==> src/rtl/caravel_io_ctrl_pkg.sv <==
// -----------------------------------------------------------------------------
// caravel_io_ctrl_pkg
// Shared definitions for the Caravel user pad controller:
//   - byte offsets of the register window (L = pads 0..31, H = pads 32..63)
//   - bus FSM state encoding
//   - MAX_IO, the widest pad vector the register file supports
//   - byte_mask(), expanding Wishbone byte selects into a 32-bit bit mask
// -----------------------------------------------------------------------------
package caravel_io_ctrl_pkg;

    localparam int MAX_IO = 64;

    // Byte offsets inside the 256 B window. Each register is an L/H pair, so
    // adr[7:3] selects the register and adr[2] selects the half.
    localparam logic [7:0] OFF_SEL_L     = 8'h00;
    localparam logic [7:0] OFF_SEL_H     = 8'h04;
    localparam logic [7:0] OFF_OUT_L     = 8'h08;
    localparam logic [7:0] OFF_OUT_H     = 8'h0C;
    localparam logic [7:0] OFF_OEB_L     = 8'h10;
    localparam logic [7:0] OFF_OEB_H     = 8'h14;
    localparam logic [7:0] OFF_IN_L      = 8'h18;
    localparam logic [7:0] OFF_IN_H      = 8'h1C;
    localparam logic [7:0] OFF_IRQ_EN_L  = 8'h20;
    localparam logic [7:0] OFF_IRQ_EN_H  = 8'h24;
    localparam logic [7:0] OFF_IRQ_STS_L = 8'h28;
    localparam logic [7:0] OFF_IRQ_STS_H = 8'h2C;
    localparam logic [7:0] OFF_IRQ_POL_L = 8'h30;
    localparam logic [7:0] OFF_IRQ_POL_H = 8'h34;

    typedef enum logic [1:0] {
        IDLE = 2'd0,
        WAIT = 2'd1,
        ACK  = 2'd2,
        DONE = 2'd3
    } state_e;

    function automatic logic [31:0] byte_mask(input logic [3:0] sel);
        return {{8{sel[3]}}, {8{sel[2]}}, {8{sel[1]}}, {8{sel[0]}}};
    endfunction

endpackage

==> src/rtl/caravel_io_ctrl_edge_det.sv <==
// -----------------------------------------------------------------------------
// io_ctrl_edge_det
// Brings asynchronous pad inputs into the clock domain with a two-flop
// synchroniser, keeps one history flop and flags edges.
//   i_clk, i_rst_n   clock, async active-low reset
//   i_pad  [WIDTH]   raw pad inputs
//   o_sync [WIDTH]   synchronised pad value
//   o_rise [WIDTH]   one-cycle pulse on a 0->1 transition
//   o_fall [WIDTH]   one-cycle pulse on a 1->0 transition
// A pad change reaches o_sync after two edges; the edge pulse is present
// during the following cycle, so a status flop set from it updates on the
// third edge.
// -----------------------------------------------------------------------------
module io_ctrl_edge_det #(
    parameter int WIDTH = 1
) (
    input  logic             i_clk,
    input  logic             i_rst_n,
    input  logic [WIDTH-1:0] i_pad,
    output logic [WIDTH-1:0] o_sync,
    output logic [WIDTH-1:0] o_rise,
    output logic [WIDTH-1:0] o_fall
);

    logic [WIDTH-1:0] r_meta;
    logic [WIDTH-1:0] r_sync;
    logic [WIDTH-1:0] r_hist;

    // Flops clear to 0, so a pad already high when reset is released is seen
    // as a rising edge once it has passed the synchroniser.
    always_ff @(posedge i_clk or negedge i_rst_n) begin
        if (!i_rst_n) begin
            r_meta <= '0;
            r_sync <= '0;
            r_hist <= '0;
        end else begin
            r_meta <= i_pad;
            r_sync <= r_meta;
            r_hist <= r_sync;
        end
    end

    assign o_sync = r_sync;
    assign o_rise = r_sync & ~r_hist;
    assign o_fall = ~r_sync & r_hist;

endmodule

==> src/rtl/caravel_io_ctrl.sv <==
// -----------------------------------------------------------------------------
// caravel_io_ctrl
// Wishbone-slave pad controller between the Caravel management port and the
// user pads. Each pad is either passed through from the core or driven from
// the OUT/OEB registers; pad inputs are synchronised and rising edges (or
// per-pad falling edges, see below) latch into a W1C status register that
// feeds user_irq[0].
//
// Parameters: NUM_IO (1..64), NUM_IRQ (>=1), BASE_ADDR (256 B aligned),
//             WAIT_STATES (0..7, extra cycles before ack).
// Ports:
//   wb_clk_i, wb_rst_ni        clock, async active-low reset
//   wbs_cyc/stb/we/sel/adr/dat_i, wbs_dat_o, wbs_ack_o   Wishbone slave
//   core_out_i, core_oeb_i     core-side pad drive
//   core_irq_i                 core interrupts
//   io_in, io_out, io_oeb      pads (io_oeb active-low)
//   user_irq                   interrupts to the management SoC
//
// Optional build macro IO_CTRL_EDGE_POL_EN: adds IRQ_POL at 0x30/0x34
// (1 = falling edge for that pad). Without it, only rising edges are
// detected and 0x30/0x34 read as unmapped.
// -----------------------------------------------------------------------------
module caravel_io_ctrl
    import caravel_io_ctrl_pkg::*;
#(
    parameter int          NUM_IO      = 38,
    parameter int          NUM_IRQ     = 3,
    parameter logic [31:0] BASE_ADDR   = 32'h3000_0000,
    parameter int          WAIT_STATES = 0
) (
    input  logic               wb_clk_i,
    input  logic               wb_rst_ni,
    input  logic               wbs_cyc_i,
    input  logic               wbs_stb_i,
    input  logic               wbs_we_i,
    input  logic [3:0]         wbs_sel_i,
    input  logic [31:0]        wbs_adr_i,
    input  logic [31:0]        wbs_dat_i,
    output logic [31:0]        wbs_dat_o,
    output logic               wbs_ack_o,
    input  logic [NUM_IO-1:0]  core_out_i,
    input  logic [NUM_IO-1:0]  core_oeb_i,
    input  logic [NUM_IRQ-1:0] core_irq_i,
    input  logic [NUM_IO-1:0]  io_in,
    output logic [NUM_IO-1:0]  io_out,
    output logic [NUM_IO-1:0]  io_oeb,
    output logic [NUM_IRQ-1:0] user_irq
);

    // Bits at or above NUM_IO are held at 0 in every register.
    localparam logic [MAX_IO-1:0] IO_MASK =
        (NUM_IO >= MAX_IO) ? {MAX_IO{1'b1}} : ((64'd1 << NUM_IO) - 64'd1);
    localparam logic [2:0] WS_LAST =
        (WAIT_STATES > 0) ? 3'(WAIT_STATES - 1) : 3'd0;

    state_e            r_state;
    logic [2:0]        r_cnt;
    logic              r_ack;
    logic [31:0]       r_dat;
    logic              r_irq0;

    logic [MAX_IO-1:0] r_sel;
    logic [MAX_IO-1:0] r_out;
    logic [MAX_IO-1:0] r_oeb;
    logic [MAX_IO-1:0] r_irq_en;
    logic [MAX_IO-1:0] r_irq_sts;
`ifdef IO_CTRL_EDGE_POL_EN
    logic [MAX_IO-1:0] r_irq_pol;
`endif

    logic              w_req;
    logic              w_hit;
    logic              w_go_ack;
    logic              w_wr;
    logic [4:0]        w_grp;
    logic [MAX_IO-1:0] w_wmask;
    logic [MAX_IO-1:0] w_wdata;
    logic [MAX_IO-1:0] w_clr;
    logic [MAX_IO-1:0] w_sync;
    logic [MAX_IO-1:0] w_rise;
    logic [MAX_IO-1:0] w_fall;
    logic [MAX_IO-1:0] w_edge;
    logic [MAX_IO-1:0] w_sts_next;
    logic [MAX_IO-1:0] w_rd64;
    logic [31:0]       w_rd32;

    logic [NUM_IO-1:0] w_sync_io;
    logic [NUM_IO-1:0] w_rise_io;
    logic [NUM_IO-1:0] w_fall_io;

    io_ctrl_edge_det #(
        .WIDTH (NUM_IO)
    ) u_edge_det (
        .i_clk   (wb_clk_i),
        .i_rst_n (wb_rst_ni),
        .i_pad   (io_in),
        .o_sync  (w_sync_io),
        .o_rise  (w_rise_io),
        .o_fall  (w_fall_io)
    );

    // ---------------------------------------------------------------- decode
    assign w_req = wbs_cyc_i & wbs_stb_i;
    assign w_hit = w_req & (wbs_adr_i[31:8] == BASE_ADDR[31:8]);
    assign w_grp = wbs_adr_i[7:3];

    // The cycle in which the FSM moves into ACK: write data and read data
    // are both taken on the edge that raises ack.
    assign w_go_ack = ((r_state == IDLE) && w_hit && (WAIT_STATES == 0)) ||
                      ((r_state == WAIT) && w_req && (r_cnt == WS_LAST));
    assign w_wr     = w_go_ack & wbs_we_i;

    // NOTE: every always_comb output gets a default first so no path can
    // leave it unassigned and infer a latch.
    always_comb begin
        w_wmask = '0;
        w_wdata = {wbs_dat_i, wbs_dat_i};
        if (wbs_adr_i[2]) w_wmask[63:32] = byte_mask(wbs_sel_i);
        else              w_wmask[31:0]  = byte_mask(wbs_sel_i);
        w_wmask = w_wmask & IO_MASK;

        w_sync = '0;
        w_rise = '0;
        w_fall = '0;
        w_sync[NUM_IO-1:0] = w_sync_io;
        w_rise[NUM_IO-1:0] = w_rise_io;
        w_fall[NUM_IO-1:0] = w_fall_io;

`ifdef IO_CTRL_EDGE_POL_EN
        w_edge = (w_rise & ~r_irq_pol) | (w_fall & r_irq_pol);
`else
        w_edge = w_rise;
`endif

        w_clr = '0;
        if (w_wr && (w_grp == OFF_IRQ_STS_L[7:3])) w_clr = w_wdata & w_wmask;
        // A new edge in the same cycle as its W1C clear keeps the bit set.
        w_sts_next = (r_irq_sts & ~w_clr) | w_edge;

        w_rd64 = '0;
        case (w_grp)
            OFF_SEL_L[7:3]:     w_rd64 = r_sel;
            OFF_OUT_L[7:3]:     w_rd64 = r_out;
            OFF_OEB_L[7:3]:     w_rd64 = r_oeb;
            OFF_IN_L[7:3]:      w_rd64 = w_sync;
            OFF_IRQ_EN_L[7:3]:  w_rd64 = r_irq_en;
            OFF_IRQ_STS_L[7:3]: w_rd64 = r_irq_sts;
`ifdef IO_CTRL_EDGE_POL_EN
            OFF_IRQ_POL_L[7:3]: w_rd64 = r_irq_pol;
`endif
            default:            w_rd64 = '0;
        endcase
        w_rd32 = wbs_adr_i[2] ? w_rd64[63:32] : w_rd64[31:0];
    end

    // -------------------------------------------------------------- bus FSM
    // NOTE: sequential state uses non-blocking assignments so every flop
    // samples pre-edge values regardless of statement order.
    always_ff @(posedge wb_clk_i or negedge wb_rst_ni) begin
        if (!wb_rst_ni) begin
            r_state <= IDLE;
            r_cnt   <= 3'd0;
            r_ack   <= 1'b0;
            r_dat   <= '0;
        end else begin
            r_ack <= 1'b0;
            r_dat <= '0;
            if (w_go_ack) begin
                r_ack <= 1'b1;
                r_dat <= wbs_we_i ? 32'd0 : w_rd32;
            end
            case (r_state)
                IDLE: begin
                    if (w_hit) begin
                        r_cnt   <= 3'd0;
                        r_state <= (WAIT_STATES == 0) ? ACK : WAIT;
                    end
                end
                WAIT: begin
                    if (!w_req)                r_state <= IDLE;
                    else if (r_cnt == WS_LAST) r_state <= ACK;
                    else                       r_cnt   <= r_cnt + 3'd1;
                end
                ACK:     r_state <= DONE;
                DONE:    r_state <= IDLE;
                default: r_state <= IDLE;
            endcase
        end
    end

    assign wbs_ack_o = r_ack;
    assign wbs_dat_o = r_dat;

    // --------------------------------------------------------- register file
    function automatic logic [MAX_IO-1:0] merge(input logic [MAX_IO-1:0] old_v,
                                                input logic [MAX_IO-1:0] mask,
                                                input logic [MAX_IO-1:0] data);
        return (old_v & ~mask) | (data & mask);
    endfunction

    always_ff @(posedge wb_clk_i or negedge wb_rst_ni) begin
        if (!wb_rst_ni) begin
            r_sel     <= '0;
            r_out     <= '0;
            r_oeb     <= IO_MASK;   // pads not yet configured stay tristated
            r_irq_en  <= '0;
            r_irq_sts <= '0;
            r_irq0    <= 1'b0;
        end else begin
            if (w_wr && (w_grp == OFF_SEL_L[7:3]))    r_sel    <= merge(r_sel,    w_wmask, w_wdata);
            if (w_wr && (w_grp == OFF_OUT_L[7:3]))    r_out    <= merge(r_out,    w_wmask, w_wdata);
            if (w_wr && (w_grp == OFF_OEB_L[7:3]))    r_oeb    <= merge(r_oeb,    w_wmask, w_wdata);
            if (w_wr && (w_grp == OFF_IRQ_EN_L[7:3])) r_irq_en <= merge(r_irq_en, w_wmask, w_wdata);
            r_irq_sts <= w_sts_next;
            r_irq0    <= core_irq_i[0] | (|(r_irq_sts & r_irq_en));
        end
    end

`ifdef IO_CTRL_EDGE_POL_EN
    always_ff @(posedge wb_clk_i or negedge wb_rst_ni) begin
        if (!wb_rst_ni) begin
            r_irq_pol <= '0;
        end else if (w_wr && (w_grp == OFF_IRQ_POL_L[7:3])) begin
            r_irq_pol <= merge(r_irq_pol, w_wmask, w_wdata);
        end
    end

    logic w_unused;
    assign w_unused = &{1'b0, wbs_adr_i[1:0]};
`else
    logic w_unused;
    assign w_unused = &{1'b0, wbs_adr_i[1:0], w_fall};
`endif

    // -------------------------------------------------------------- pad mux
    assign io_out = (r_sel[NUM_IO-1:0] & r_out[NUM_IO-1:0]) | (~r_sel[NUM_IO-1:0] & core_out_i);
    assign io_oeb = (r_sel[NUM_IO-1:0] & r_oeb[NUM_IO-1:0]) | (~r_sel[NUM_IO-1:0] & core_oeb_i);

    // ------------------------------------------------------------------ IRQ
    generate
        if (NUM_IRQ > 1) begin : g_irq_multi
            assign user_irq = {core_irq_i[NUM_IRQ-1:1], r_irq0};
        end else begin : g_irq_single
            assign user_irq = r_irq0;
        end
    endgenerate

endmodule

==> config.mk <==
export PLATFORM = sky130hd
export DESIGN_NAME = caravel_io_ctrl
export DESIGN_NICKNAME = d
export VERILOG_FILES = /design/src/rtl/caravel_io_ctrl_pkg.sv /design/src/rtl/caravel_io_ctrl_edge_det.sv /design/src/rtl/caravel_io_ctrl.sv
export SDC_FILE = /design/constraint.sdc
export NUM_CORES = 1
export LEC_CHECK = 0
export CAP_MARGIN = 20
export CORE_MARGIN = 2
export CORE_UTILIZATION = 57
export DETAILED_ROUTE_END_ITERATION = 12
export DONT_BUFFER_PORTS = 1
export PLACE_DENSITY = 0.75
export SLEW_MARGIN = 20
export SYNTH_ARGS = -nofsm -noshare
export SYNTH_HDL_FRONTEND = slang
export SYNTH_SLANG_ARGS = --single-unit
==> constraint.sdc <==
create_clock -name wb_clk_i -period 2.6 [get_ports wb_clk_i]
set_clock_uncertainty 0.15 [all_clocks]
set_input_delay 0.26 -clock wb_clk_i [delete_from_list [all_inputs] [get_ports wb_clk_i]]
set_output_delay 0.26 -clock wb_clk_i [all_outputs]
set_load 0.05 [all_outputs]
==> impl_metrics.toml <==
[routing]
drc = 0
avgViaCountPerCell = 6.52
wirelength_um = 39800
vias = 9895
wl_per_cell_um = 26.2
first_iter_violations = 1175
detail-route-antenna-nets = 0
drt_pass1_iterations = 8

[yosys]
synthTopCellsByArea = "dfrtp_1 53%, mux2_2 18%, dfstp_2 6.9%"
syn_area_sq_um = 14400
syn-mean-instance-area_sq_um = 13.6
ys_warn_count = 0
synthArstFlopShare_pct = 100
syn_inst = 1062
syn-num-nets = 1254
synth_edf_count = 0
yosysTopAreaCell = "dfrtp_1"
synthDistinctLibCells = 44
yosysSeqAreaShare_pct = 59.7
synthFlopType = "dfrtp_1"
synth_top_area_share_pct = 52.8
synth-seq-cells = 343

[power]
power.density_nw_per_um2 = 674
leakagePower_uw = 0.00751
vdd_drop_max_uv = 531
totalPowerFinal_uw = 11500

[setup_path]
slowest_stage = "or4_4"
startpoint = "r_state[1]$_DFFE_PN0P_"
critPathMaxStageDelay_ns = 0.50
path_buf_inv = 2
path_max_fanout = 19
start_kind = "flop"
r2r-start = "r_state[1]$_DFFE_PN0P_"
cpLargestDelayFamily = "simple AND/OR/NAND/NOR gates"
cpMostUsedCell = "buf_12"
critPathArrivalTime_ns = 2.77
critPathCaptureType = "flop"
required_ns = 2.83
cp_cell_sequence = "or2_2, or4_4, buf_12, a211oi_4, buf_12, mux2_2"
critical_path_class = "flop to flop"

[timing]
rsz0062_at_grt = "false"
worst_pin_slew_ns = 0.639
fmax_mhz = 395
setup_viol = 0
fin_crit_sh_pct = 97.4
period_needed_ns = 2.53
relSlewSlack_pct = 57.4
drv_slew = 0
hold_ws_ns = -0.687
hold_viol_final = 343

[placed_design]
place_congestion = 0.813
dp_hpwl_um = 24800
portBuffers = 0
post_dp_cell_area_sq_um = 15100

[clock_network]
clkTransAtPathRegs_ns = 0.06
clock_sinks = 343
cts_buffers = 36
ctsHtreeMaxLevel = 2
clockBufferDepth = 3
clock_latency_ns = 0.51
cts_tree = "built"
cts_hold_buffers = 75
cts_root_buffer = "clkbuf_16"

[grt]
grt_pass1_wl_um = 60200
grt_antenna_before_repair = 2
grt_max_degree = 344
grt_overflow = 0
grt_pass1_vias = 10100
track_usage_pct = 29.9

[floorplanning]
start_util_pct = 57.7
core_area_sq_um = 25000
die-area_sq_um = 26600
die_w_um = 163
rows = 58
fp.dieH_um = 163
pin_count = 302

[final_layout]
final_layout_size_suffix_gt1_share_pct = 33.3
multi_input_area_sq_um = 5430
fillers = 1732
fin_area_sq_um = 17100
seqCellArea_sq_um = 8630
fin_nets = 1353
final_util_pct = 68.3
syn2layout_area_growth_pct = 18.4

[min_path]
hold_path_class = "primary input to async pin"

[status]
violations = "hold timing"
outcome = "finished with violations"

[flow_run]
maxCapViolations = 0
## Yosys cell counts, types with 10 or more instances
master,number
dfrtp_1,305
mux2_2,228
a21oi_1,71
inv_1,44
nor2_1,43
clkbuf_1,42
a22o_1,39
dfstp_2,38
mux2i_1,38
o2111ai_1,38
a22oi_1,28
a222oi_1,26
nand2_1,14
nand3_1,10
nand4_1,10
## per-layer routing
layer	track usage [%]	wire (um)
met1	40.8	16000
met2	47.4	19100
met3	7.14	3480
met4	10.5	1250
met5	0	8
## worst register-to-register path: cells and delay by family, from the launching register on
family / cells / cell delay [ns]
simple gates: 2 / 0.84
flops: 1 / 0.40
mux: 1 / 0.36
compound gates: 1 / 0.31
buf+inv: 2 / 0.37
## timing repair
action | CTS | global route
resized for setup | 0 | 4
endpoints found under the hold margin | 591 | 343
endpoints found under the setup margin | 0 | 27
buffers inserted | 0 | 0
## final timing paths
kind                                                   end  slack [ns]  depth (start not counted)
setup / recovery                                      flop        0.07                          6
hold / removal                     r_irq_sts[12]$_DFF_PN0_       -0.69                          0
setup reg to reg                                      flop        0.07                          6
hold reg to reg            u_edge_det.o_sync[18]$_DFF_PN0_        0.19                          0
max in group asynchronous  u_edge_det.o_sync[22]$_DFF_PN0_        2.48                          0
min in group wb_clk_i               wbs_dat_o[9]$_DFF_PN0_        0.01                          4
## cells in the final DEF (no fill, tap or decap), types with 5 or more instances in the layout
cell type	n
dfrtp_1	305
mux2_2	228
dlygate4sd3_1	74
a21oi_1	71
inv_1	44
nor2_1	41
a22o_1	39
mux2i_1	38
o2111ai_1	38
dfstp_2	38
clkbuf_16	37
buf_4	33
a22oi_1	28
a222oi_1	26
nand2_1	14
buf_12	12
clkbuf_8	11
nand4_1	10
nand3_1	10
clkbuf_1	8
and3_1	7
a211oi_4	7
a211oi_2	7
o211ai_1	6
clkinv_2	6
o21ai_0	5
## report_power, final
group,switching (uW),internal [uW],total (uW),leakage [uW]
registers,110,5480,5590,0.00419
clock network,2030,3120,5150,0.000596
logic,529,258,787,0.00273
## kinds of logic after synthesis
group	after synthesis	share of synthesized area, %
adder cells (fa/ha/maj)	2	0.173
AO/OA/AOI/OAI	233	12.7
flip-flops	343	59.7
buffers and inverters	105	2.98
multiplexers	266	20.4
AND/OR/NAND/NOR	113	3.98
## layout make-up
| cell class | instances | area share [%] |
|---|---|---|
| flip-flops and latches | 343 | 50.5 |
| multi-input cells | 614 | 31.8 |
| repair buffers | 122 | 7.38 |
| clock buffers | 56 | 6.47 |
| well taps | 330 | 2.41 |
| inverters | 44 | 0.966 |
| clock inverters | 8 | 0.527 |
| diodes | 1 | 0.0146 |
## stage by stage
stage                     TNS [ns]  setup slack, ns  std cells
after detailed placement  -0.00199         -0.00199       1378
after global placement           0           0.0516       1378
after floorplan                  0         0.000351       1062
after global routing             0           0.0305       1518
final                            0           0.0688       1518
after CTS                        0           0.0403       1517
Note: power is estimated with default switching activity, not from simulation.
